--- src/rtl/text_overlay_engine.sv ---
// +------------------------------------------------------------------------+
// | text_overlay_engine: two-stage top/bottom text banner overlay fed by   |
// | synchronous row ROMs, with frame-latched message, blink and scroll.    |
// | Revision: 1.0                                                          |
// +------------------------------------------------------------------------+
`default_nettype none

module text_overlay_engine #(
  parameter int TEXT_W       = 210,
  parameter int TOP_H        = 25,
  parameter int BOT_H        = 15,
  parameter int MSG_COUNT    = 9,
  parameter int TOP_X        = 214,
  parameter int TOP_Y        = 0,
  parameter int BOT_X        = 214,
  parameter int BOT_Y        = 465,
  parameter int H_LAST       = 799,
  parameter int V_LAST       = 524,
  parameter int BLINK_FRAMES = 30
) (
  input  logic                                 clk,
  input  logic                                 rst_n,
  input  logic                                 pix_tick,
  input  logic [9:0]                           HCount,
  input  logic [9:0]                           VCount,
  input  logic [MSG_COUNT-2:0]                 msg_sel,
  input  logic                                 blink_en,
  input  logic                                 scroll_en,
  output logic [$clog2(TOP_H)-1:0]             top_rom_addr,
  input  logic [TEXT_W-1:0]                    top_rom_data,
  output logic [$clog2(MSG_COUNT*BOT_H)-1:0]   bot_rom_addr,
  input  logic [TEXT_W-1:0]                    bot_rom_data,
  output logic                                 text_top_on,
  output logic                                 text_bottom_on,
  output logic [$clog2(MSG_COUNT)-1:0]         msg_idx
);

  localparam int c_top_aw = $clog2(TOP_H);
  localparam int c_bot_aw = $clog2(MSG_COUNT*BOT_H);
  localparam int c_idx_w  = $clog2(MSG_COUNT);
  localparam int c_col_w  = $clog2(TEXT_W);
  localparam int c_sum_w  = c_col_w + 1;
  localparam int c_blk_w  = (BLINK_FRAMES > 1) ? $clog2(BLINK_FRAMES) : 1;

  // Frame state
  logic                w_fb;
  logic [c_idx_w-1:0]  w_sel;
  logic                w_blk_wrap;
  logic [c_idx_w-1:0]  r_msg_idx;
  logic [c_col_w-1:0]  r_off;
  logic [c_blk_w-1:0]  r_blk_cnt;
  logic                r_phase;

  assign w_fb       = pix_tick && (HCount == 10'(H_LAST)) && (VCount == 10'(V_LAST));
  assign w_blk_wrap = (r_blk_cnt == c_blk_w'(BLINK_FRAMES-1));

  // Lowest set bit wins; scanning downward lets the lowest overwrite last.
  always_comb begin
    w_sel = c_idx_w'(MSG_COUNT-1);
    for (int i = MSG_COUNT-2; i >= 0; i--) begin
      if (msg_sel[i]) w_sel = c_idx_w'(i);
    end
  end

  always_ff @(posedge clk or negedge rst_n) begin
    if (!rst_n) begin
      r_msg_idx <= c_idx_w'(MSG_COUNT-1);
      r_off     <= '0;
      r_blk_cnt <= '0;
    end else if (w_fb) begin
      r_msg_idx <= w_sel;
      if (w_sel != r_msg_idx)
        r_off <= '0;
      else if (scroll_en)
        r_off <= (r_off == c_col_w'(TEXT_W-1)) ? '0 : r_off + 1'b1;
      r_blk_cnt <= w_blk_wrap ? '0 : r_blk_cnt + 1'b1;
    end
  end

  always_ff @(posedge clk or negedge rst_n) begin
    if (!rst_n)
      r_phase <= 1'b0;
    else if (!blink_en)
      r_phase <= 1'b0;
    else if (w_fb && w_blk_wrap)
      r_phase <= ~r_phase;
  end

  // Stage 1: windows, columns, ROM addresses. Offsets wrap below the
  // origin so a single unsigned compare covers both window edges.
  logic [9:0]          w_top_dx, w_top_dy, w_bot_dx, w_bot_dy;
  logic                w_top_win, w_bot_win;
  logic [c_sum_w-1:0]  w_bot_sum;
  logic [c_col_w-1:0]  w_bot_col;
  logic [c_bot_aw-1:0] w_bot_addr;

  assign w_top_dx  = HCount - 10'(TOP_X);
  assign w_top_dy  = VCount - 10'(TOP_Y);
  assign w_bot_dx  = HCount - 10'(BOT_X);
  assign w_bot_dy  = VCount - 10'(BOT_Y);
  assign w_top_win = (w_top_dx < 10'(TEXT_W)) && (w_top_dy < 10'(TOP_H));
  assign w_bot_win = (w_bot_dx < 10'(TEXT_W)) && (w_bot_dy < 10'(BOT_H));

  assign w_bot_sum  = {1'b0, w_bot_dx[c_col_w-1:0]} + {1'b0, r_off};
  assign w_bot_col  = (w_bot_sum >= c_sum_w'(TEXT_W))
                      ? c_col_w'(w_bot_sum - c_sum_w'(TEXT_W))
                      : w_bot_sum[c_col_w-1:0];
  assign w_bot_addr = c_bot_aw'(r_msg_idx) * c_bot_aw'(BOT_H) + c_bot_aw'(w_bot_dy);

  logic                r_top_win, r_bot_win;
  logic [c_col_w-1:0]  r_top_col, r_bot_col;
  logic [c_top_aw-1:0] r_top_addr;
  logic [c_bot_aw-1:0] r_bot_addr;

  // Columns are zeroed outside the window so ROM indexing stays in range.
  always_ff @(posedge clk or negedge rst_n) begin
    if (!rst_n) begin
      r_top_win  <= 1'b0;
      r_bot_win  <= 1'b0;
      r_top_col  <= '0;
      r_bot_col  <= '0;
      r_top_addr <= '0;
      r_bot_addr <= '0;
    end else if (pix_tick) begin
      r_top_win  <= w_top_win;
      r_bot_win  <= w_bot_win;
      r_top_col  <= w_top_win ? w_top_dx[c_col_w-1:0] : '0;
      r_bot_col  <= w_bot_win ? w_bot_col : '0;
      r_top_addr <= w_top_win ? c_top_aw'(w_top_dy) : '0;
      r_bot_addr <= w_bot_win ? w_bot_addr : '0;
    end
  end

  // Stage 2: ROM data has settled one clk after stage 1.
  logic r_top_on, r_bot_on;

  always_ff @(posedge clk or negedge rst_n) begin
    if (!rst_n) begin
      r_top_on <= 1'b0;
      r_bot_on <= 1'b0;
    end else if (pix_tick) begin
      r_top_on <= r_top_win & top_rom_data[r_top_col];
      r_bot_on <= r_bot_win & bot_rom_data[r_bot_col] & ~r_phase;
    end
  end

  assign top_rom_addr   = r_top_addr;
  assign bot_rom_addr   = r_bot_addr;
  assign text_top_on    = r_top_on;
  assign text_bottom_on = r_bot_on;
  assign msg_idx        = r_msg_idx;

endmodule

`default_nettype wire

--- config.mk ---
export PLATFORM = sky130hd
export DESIGN_NAME = text_overlay_engine
export DESIGN_NICKNAME = d
export VERILOG_FILES = /design/src/rtl/text_overlay_engine.sv
export SDC_FILE = /design/constraint.sdc
export NUM_CORES = 1
export LEC_CHECK = 0
export ABC_AREA = 1
export BUFFER_PORTS_ARGS = -buffer_cell sky130_fd_sc_hd__buf_2
export CAP_MARGIN = 10
export CORE_AREA = 8 8 179 181
export CTS_BUF_LIST = sky130_fd_sc_hd__clkbuf_16
export CTS_CLUSTER_DIAMETER = 200
export CTS_CLUSTER_SIZE = 12
export DETAILED_ROUTE_END_ITERATION = 16
export DIE_AREA = 0 0 187 189
export GPL_ROUTABILITY_DRIVEN = 0
export PLACE_DENSITY = 0.69
export SLEW_MARGIN = 20
export SYNTH_ARGS = -nofsm -noshare
export SYNTH_HDL_FRONTEND = slang
export SYNTH_SLANG_ARGS = --single-unit
--- constraint.sdc ---
create_clock -name clk -period 3 [get_ports clk]
set_clock_uncertainty 0.15 [all_clocks]
set_input_delay 0.6 -clock clk [delete_from_list [all_inputs] [get_ports clk]]
set_output_delay 0.6 -clock clk [all_outputs]
set_load 0.05 [all_outputs]
==> results of run 1 <==
[layer usage]
layer / vias to the layer above / part of all wire / routed length [um]
met4: 0 / 0.028 / 1120
met2: 572 / 0.48 / 19100
met5: - / 0 / 0
met3: 76 / 0.078 / 3140
met1: 5577 / 0.42 / 16700
li1: 5930 / - / -
[state kept, by name, indices dropped and copies added, names as in the netlist]
signal / count
r_top_win: 1
r_bot_col: 8
r_blk_cnt: 5
r_top_col: 8
text_top_on: 1
r_off: 8
r_bot_win: 1
top_rom_addr: 5
bot_rom_addr: 8
r_phase: 1
text_bottom_on: 1
msg_idx: 4
[worst paths after layout]
check,startpoint,endpoint,slack (ps)
max in group asynchronous,rst_n,r_top_col[0],1680
min in group asynchronous,rst_n,bot_rom_addr[7],510
setup / recovery,msg_idx[0],bot_rom_addr[6],-180
hold reg to reg,text_bottom_on,text_bottom_on,330
hold / removal,text_bottom_on,text_bottom_on,330
setup reg to reg,msg_idx[0],bot_rom_addr[6],-180
[cell type report]
type / instances / area, sq um
fill: 3169 / 17300
multi-input combinational: 1265 / 6440
antenna: 3 / 7.51
clock inverter: 3 / 17.5
timing repair buffer: 556 / 3100
inverter: 128 / 485
sequential: 51 / 1290
clock buffer: 5 / 125
tap: 390 / 488
[metrics by stage]
| stage | util | cells |
|---|---|---|
| after global placement | 0.394 | 2382 |
| final | 0.409 | 2401 |
| after CTS | 0.400 | 2393 |
| after global routing | 0.409 | 2401 |
| after floorplan | - | 1533 |
| after detailed placement | 0.394 | 2382 |
[power by group through the flow]
stage	Clock (mW)	Combinational, mW	Sequential [mW]
after floorplan	0	0.374	0.707
after global placement	0	0.842	0.704
after detailed placement	0	0.855	0.704
after CTS	0.603	0.869	0.691
after global routing	0.620	1.01	0.691
final	0.588	0.921	0.691
[cell usage in the layout (no fill, tap or decap), types with 11 or more instances in the layout]
master and count:
a21oi_1 26, buf_2 469, buf_4 75, dfrtp_1 45
fa_1 11, ha_1 23, inv_1 112, inv_2 14
nand2_1 610, nand2_2 19, nand3_1 273, nand4_1 37
nor2_1 86, o211ai_1 26, o21ai_0 52, xor2_1 16
[synthesized netlist by cell type]
cell        n  area (sq um)
nor4_1      5          31.3
nor3_2      2          20.0
dfrtp_1    50          1250
nand2_2     9          56.3
xor2_2      1          16.3
or2_4       1          8.76
nand2_1   621          2330
o21ai_0    58           290
and2_1      1          6.26
inv_1     120           450
nor3_1      7          35.0
o211ai_1   26           195
o21ai_1     1          5.00
nand3_2     1          10.0
fa_1       11           220
inv_2       7          26.3
clkbuf_2    1          5.00
nand3_1   276          1380
nor4_4      1          21.3
xor2_1     16           140
a21oi_2     2          17.5
inv_4       1          6.26
o22ai_1     3          18.8
buf_1       4          15.0
nor2_1     90           338
buf_6       4          45.0
o22ai_2     6          75.1
ha_1       31           388
a211oi_1    1          7.51
or2_2       1          6.26
xnor2_1     4          35.0
nand2_4     1          11.3
and2_4      1          8.76
nand4_1    37           231
a21oi_1    34           170
nor3b_1     2          15.0
dfstp_2     1          26.3
nand3b_1    7          52.6
buf_4       9          67.6
o31ai_1     1          7.51
clkbuf_1   24          90.1
o21ai_2     6          52.6
buf_2      48           240
[cell families after synthesis]
kind of cell | count (synthesis)
and+or+nand+nor | 1063
adders and majority gates | 42
AOI/OAI and AO/OA | 138
xor gates and xnor gates | 21
DFF | 51
buffers and inverters | 218
[worst register-to-register path: cells and delay by family (launching register included)]
| kind | cells | cell delay (ps) |
|---|---|---|
| and+or+nand+nor | 1 | 80 |
| xor gates and xnor gates | 1 | 120 |
| DFF | 1 | 420 |
| buffers and inverters | 2 | 90 |
| adders and majority gates | 4 | 1740 |
| AOI/OAI and AO/OA | 4 | 510 |
[what timing repair did]
| item | in CTS | in global routing |
|---|---|---|
| hold buffers | 1 | 0 |
| pin swaps | 3 | 26 |
| resized for setup | 7 | 51 |
| endpoints found under the setup margin | 4 | 12 |
| hold endpoints to repair | 4 | 0 |
| cloned | 0 | 1 |
| setup buffers | 2 | 4 |
==> impl_metrics.env, run 1 <==
export IMPL_grt_busiest_layer="met2"
export IMPL_max_freq_mhz=314
export IMPL_setup_tns_final_ps=-491
export IMPL_crit_type="reg -> reg"
export IMPL_clkPwrFrac=0.267
export IMPL_worst_setup_path_end_kind="flip-flop"
export IMPL_grt_antenna_before_repair=3
export IMPL_remaining_drc_errors=0
export IMPL_layout_worst_path_cycle_share=1.06
export IMPL_clk_pin_slew_worst_paths_ps=80
export IMPL_hold_violations=0
export IMPL_final_design_area_no_fill_sq_um=11900
export IMPL_grt_pass1_vias=11200
export IMPL_cp_required_ps=3080
export IMPL_global_route_total_overflow=0
export IMPL_final_max_slew_violation_count=0
export IMPL_status="finished with violations"
export IMPL_power_sequential_fraction=0.314
export IMPL_placementRows=63
export IMPL_worst_path_dominant_cell_family="adder cells"
export IMPL_cp_data_arrival_time_ps=3260
export IMPL_post_synth_num_cell_types=43
export IMPL_post_synth_fa_ha_maj_area_fraction=0.0722
export IMPL_cpPeakStageDelay_ps=550
export IMPL_synth_mux_area_frac=0
export IMPL_initial_drc_count=1136
export IMPL_critical_path_n_buffers_inverters=2
export IMPL_maximum_level_of_the_cts_h_tree=2
export IMPL_path_common_cell="fa_1"
export IMPL_slew_headroom=0.381
export IMPL_area_fraction_in_compound_gates_after_synthesis=0.0996
export IMPL_synth_xor_area_share=0.0227
export IMPL_power_switching_mw=0.738
export IMPL_rsz_0062_raised_after_global_routing="true"
export IMPL_worst_path_max_fanout=4
export IMPL_final_setup_viol_count=5
export IMPL_worst_slew_pin_transition_ps=920
export IMPL_yosys_warn_count=0
export IMPL_finalNetCount=2502
export IMPL_power_density_nw_per_um2=184
export IMPL_postLayoutSetupSlackWorst_ps=-181
export IMPL_core_area_sq_um=29200
export IMPL_worstSetupPathDepth=12
export IMPL_holdPathStages=2
export IMPL_synthesis_area_per_instance_sq_um=5.50
export IMPL_cap_viol_max_count=0
export IMPL_hold_slack_ps=332
export IMPL_tritoncts="yes"
export IMPL_combPwrFrac=0.419
export IMPL_postSynthRegisterBits=51
export IMPL_violations="setup timing"
export IMPL_path_type_of_the_worst_min_delay_path="reg -> reg"
export IMPL_power_share_switching=0.335
export IMPL_routed_wirelength_um=40100
export IMPL_clock_root_buffer="clkbuf_16"
export IMPL_p_leak_nw=6.64
export IMPL_post_dp_cell_area_sq_um=11500
export IMPL_buffer_ports_inserted=471
export IMPL_avg_wl_per_cell_um=16.7
export IMPL_net_count_synth=2028
export IMPL_synth_simple_area_share=0.542
export IMPL_fin_total_pwr_mw=2.20
export IMPL_crit_slowest_cell="fa_1"
export IMPL_detailedPlace_worstSlack_ps=-304
export IMPL_syn_cell_area_sq_um=8430
export IMPL_cts_made_buffers=5
export IMPL_global_route_wire_length_before_repair_um=60100
export IMPL_clock_sinks=51
export IMPL_groute_usage_overall=0.206
export IMPL_cp_cell_sequence="fa_1 > inv_2 > fa_1 > fa_1 > inv_2 > ha_4 > a21oi_2 > nand2_2 > a21oi_2 > o21ai_2 > xnor2_1 > o21ai_1"
export IMPL_synth_top_family_by_area="simple AND/OR/NAND/NOR gates"
export IMPL_routed_via_count=12200
export IMPL_die_height_um=189
export IMPL_syn_inst=1533
export IMPL_floorplan_initialDensity=0.288
export IMPL_clk_latency_ps=300
export IMPL_cp_launch_type="flip-flop"
export IMPL_grt_use_met1=0.271
export IMPL_area_growth_syn_to_layout_pct=41.8
export IMPL_drt_vias_per_instance=5.06
export IMPL_drt_antenna_violating_nets=0
export IMPL_drt_first_pass_iters=7
export IMPL_internal_cell_power_mw=1.46
export IMPL_use_met3=0.0372
export IMPL_ir_worst_vdd_mv=0.201
export IMPL_ff2ff_path_depth=12
export IMPL_final_layout_size_suffix_gt1_frac=0.326
export IMPL_synth_seq_area_share=0.152
export IMPL_maximum_number_of_pins_on_one_net_before_global_route_repair=107
export IMPL_timing_final_crit_period_ps=3180
export IMPL_clock_buffer_depth=2
export IMPL_die_area_sq_um=35300
export IMPL_use_met2=0.339
export IMPL_fp_dieW_um=187
export IMPL_place_hpwl_um=32500
export IMPL_pin_count=472
No activity file was read; power rests on OpenSTA's default activity.
==> run 2: changes to the inputs <==
CORE_AREA = 3 3 184 186   (was 8 8 179 181)
PLACE_DENSITY = 0.63   (was 0.69)
==> impl_metrics.env, run 2 (same netlist as run 1, synthesis figures left out) <==
export IMPL_status="finished with violations"
export IMPL_violations="setup timing"
export IMPL_power_sequential_fraction=0.289
export IMPL_clkPwrFrac=0.322
export IMPL_reg2reg_to="bot_rom_addr[6]"
export IMPL_place_hpwl_um=31000
export IMPL_floorplan_initialDensity=0.260
export IMPL_ff2ff_path_depth=12
export IMPL_worst_path_max_fanout=4
export IMPL_core_area_sq_um=32500
export IMPL_maximum_level_of_the_cts_h_tree=2
export IMPL_layout_worst_path_cycle_share=1.06
export IMPL_cp_data_arrival_time_ps=3220
export IMPL_grt_pass1_vias=11400
export IMPL_cts_hold_fix_buffers=0
export IMPL_routed_wirelength_um=38200
export IMPL_worst_r2r_startpoint="msg_idx[0]"
export IMPL_area_growth_syn_to_layout_pct=44.3
export IMPL_die_area_sq_um=35300
export IMPL_final_max_slew_violation_count=0
export IMPL_placementRows=66
export IMPL_detailedPlace_worstSlack_ps=-363
export IMPL_clock_sinks=51
export IMPL_slew_headroom=0.367
export IMPL_finalNetCount=2515
export IMPL_power_switching_mw=0.752
export IMPL_numPlacedInstances=2447
export IMPL_setup_reg_to_reg_worst_slack_ps=-180
export IMPL_drt_antenna_violating_nets=0
export IMPL_layout_cells_most_common="nand2_1"
export IMPL_grt_antenna_before_repair=0
export IMPL_n_antenna_cell=0
export IMPL_postLayoutSetupSlackWorst_ps=-182
export IMPL_cp_required_ps=3040
export IMPL_global_route_total_overflow=0
export IMPL_remaining_drc_errors=0
export IMPL_finalCoreUtilization=0.375
export IMPL_clock_buffer_depth=2
export IMPL_worst_setup_path_end_kind="flip-flop"
export IMPL_drt_vias_per_instance=4.92
export IMPL_max_freq_mhz=314
export IMPL_fillCellCount=3598
export IMPL_final_design_area_no_fill_sq_um=12200
export IMPL_worst_setup_path_startpoint="msg_idx[0]"
export IMPL_cp_launch_type="flip-flop"
export IMPL_hold_slack_ps=69.2
export IMPL_timing_final_crit_period_ps=3180
export IMPL_cts_made_buffers=5
export IMPL_worst_slew_pin_transition_ps=941
export IMPL_fin_total_pwr_mw=2.39
export IMPL_fp_dieW_um=187
export IMPL_internal_cell_power_mw=1.64
export IMPL_tritoncts="yes"
export IMPL_combPwrFrac=0.389
export IMPL_cap_viol_max_count=0
export IMPL_die_height_um=189
export IMPL_avg_wl_per_cell_um=15.5
export IMPL_final_layout_size_suffix_gt1_frac=0.334
export IMPL_p_leak_nw=6.71
export IMPL_finalNonFillerCells=2463
export IMPL_most_frequent_cells_in_the_layout="605 x nand2_1, 469 x buf_2, 267 x nand3_1"
export IMPL_rsz_0062_raised_after_global_routing="true"
export IMPL_final_setup_viol_count=4
export IMPL_initial_drc_count=1043
export IMPL_hold_violations=0
export IMPL_pin_count=472
export IMPL_power_density_nw_per_um2=197
export IMPL_setup_tns_final_ps=-593
export IMPL_buffer_ports_inserted=471
export IMPL_maximum_number_of_pins_on_one_net_before_global_route_repair=107
export IMPL_clk_latency_ps=300
export IMPL_groute_usage_overall=0.201
export IMPL_power_share_switching=0.314
export IMPL_global_route_wire_length_before_repair_um=59000
export IMPL_clock_root_buffer="clkbuf_16"
export IMPL_ir_worst_vdd_mv=0.216
export IMPL_post_dp_cell_area_sq_um=11600
export IMPL_crit_type="reg -> reg"
export IMPL_path_type_of_the_worst_min_delay_path="in -> async"
export IMPL_clk_pin_slew_worst_paths_ps=80
export IMPL_drt_first_pass_iters=5
export IMPL_routed_via_count=12100
## run 2: cell count changes in the layout (fill, tap and decap cells not counted), sizes merged
cell / delta
buf: +14
diode: -3
dlygate4sd3: -1
bufinv: +2
clkinv: -2
## run 2: what timing repair did
item | CTS | global route
endpoints found under the setup margin | 10 | 11
pin swaps | 6 | 24
hold endpoints to repair | 0 | 0
buffers inserted | 2 | 5
cloned | 1 | 0
gates resized for setup | 15 | 51
## run 2: how the worst max path moves through the flow
stage	end	depth (start not counted)	slack [ps]
final	bot_rom_addr[6]	12	-180
after global routing	bot_rom_addr[6]	12	-330
after CTS	bot_rom_addr[6]	12	-190
after detailed placement	r_bot_col[2]	18	-360
after global placement	r_bot_col[2]	21	-300
after floorplan	bot_rom_addr[6]	12	-250
## run 2: layout make-up
cell class / count / area [sq um] / area share
multi-input cells: 1265 / 6470 / 0.532
repair buffers: 569 / 3170 / 0.261
flip-flops and latches: 51 / 1290 / 0.106
well taps: 442 / 553 / 0.0455
inverters: 128 / 485 / 0.0399
clock buffers: 5 / 125 / 0.0103
clock inverters: 3 / 71.3 / 0.00587
## run 2: metal layers
metal	wire length [um]	vias to the layer above	GRT usage
met1	16500	5612	0.278
met5	0	-	0
met2	18000	473	0.332
met3	2660	71	0.0237
met4	1050	0	0.0564
li1	-	5960	-
## run 2: worst max-delay path, cell delays in order (launching register included)
cell and delay (ps):
dfrtp_2 420, fa_1 550, inv_2 40, fa_1 450, fa_1 500, inv_2 50, ha_4 260, a21oi_4 160
nand2_2 80, a21oi_2 140, o21ai_2 70, xnor2_1 130, o21ai_1 80
## run 2: power groups by stage
stage | clock [mW] | sequential [mW] | combinational (mW)
after CTS | 0.791 | 0.691 | 0.887
after floorplan | 0 | 0.707 | 0.374
final | 0.769 | 0.691 | 0.931
after global routing | 0.811 | 0.691 | 1.04
after global placement | 0 | 0.704 | 0.860
after detailed placement | 0 | 0.704 | 0.866
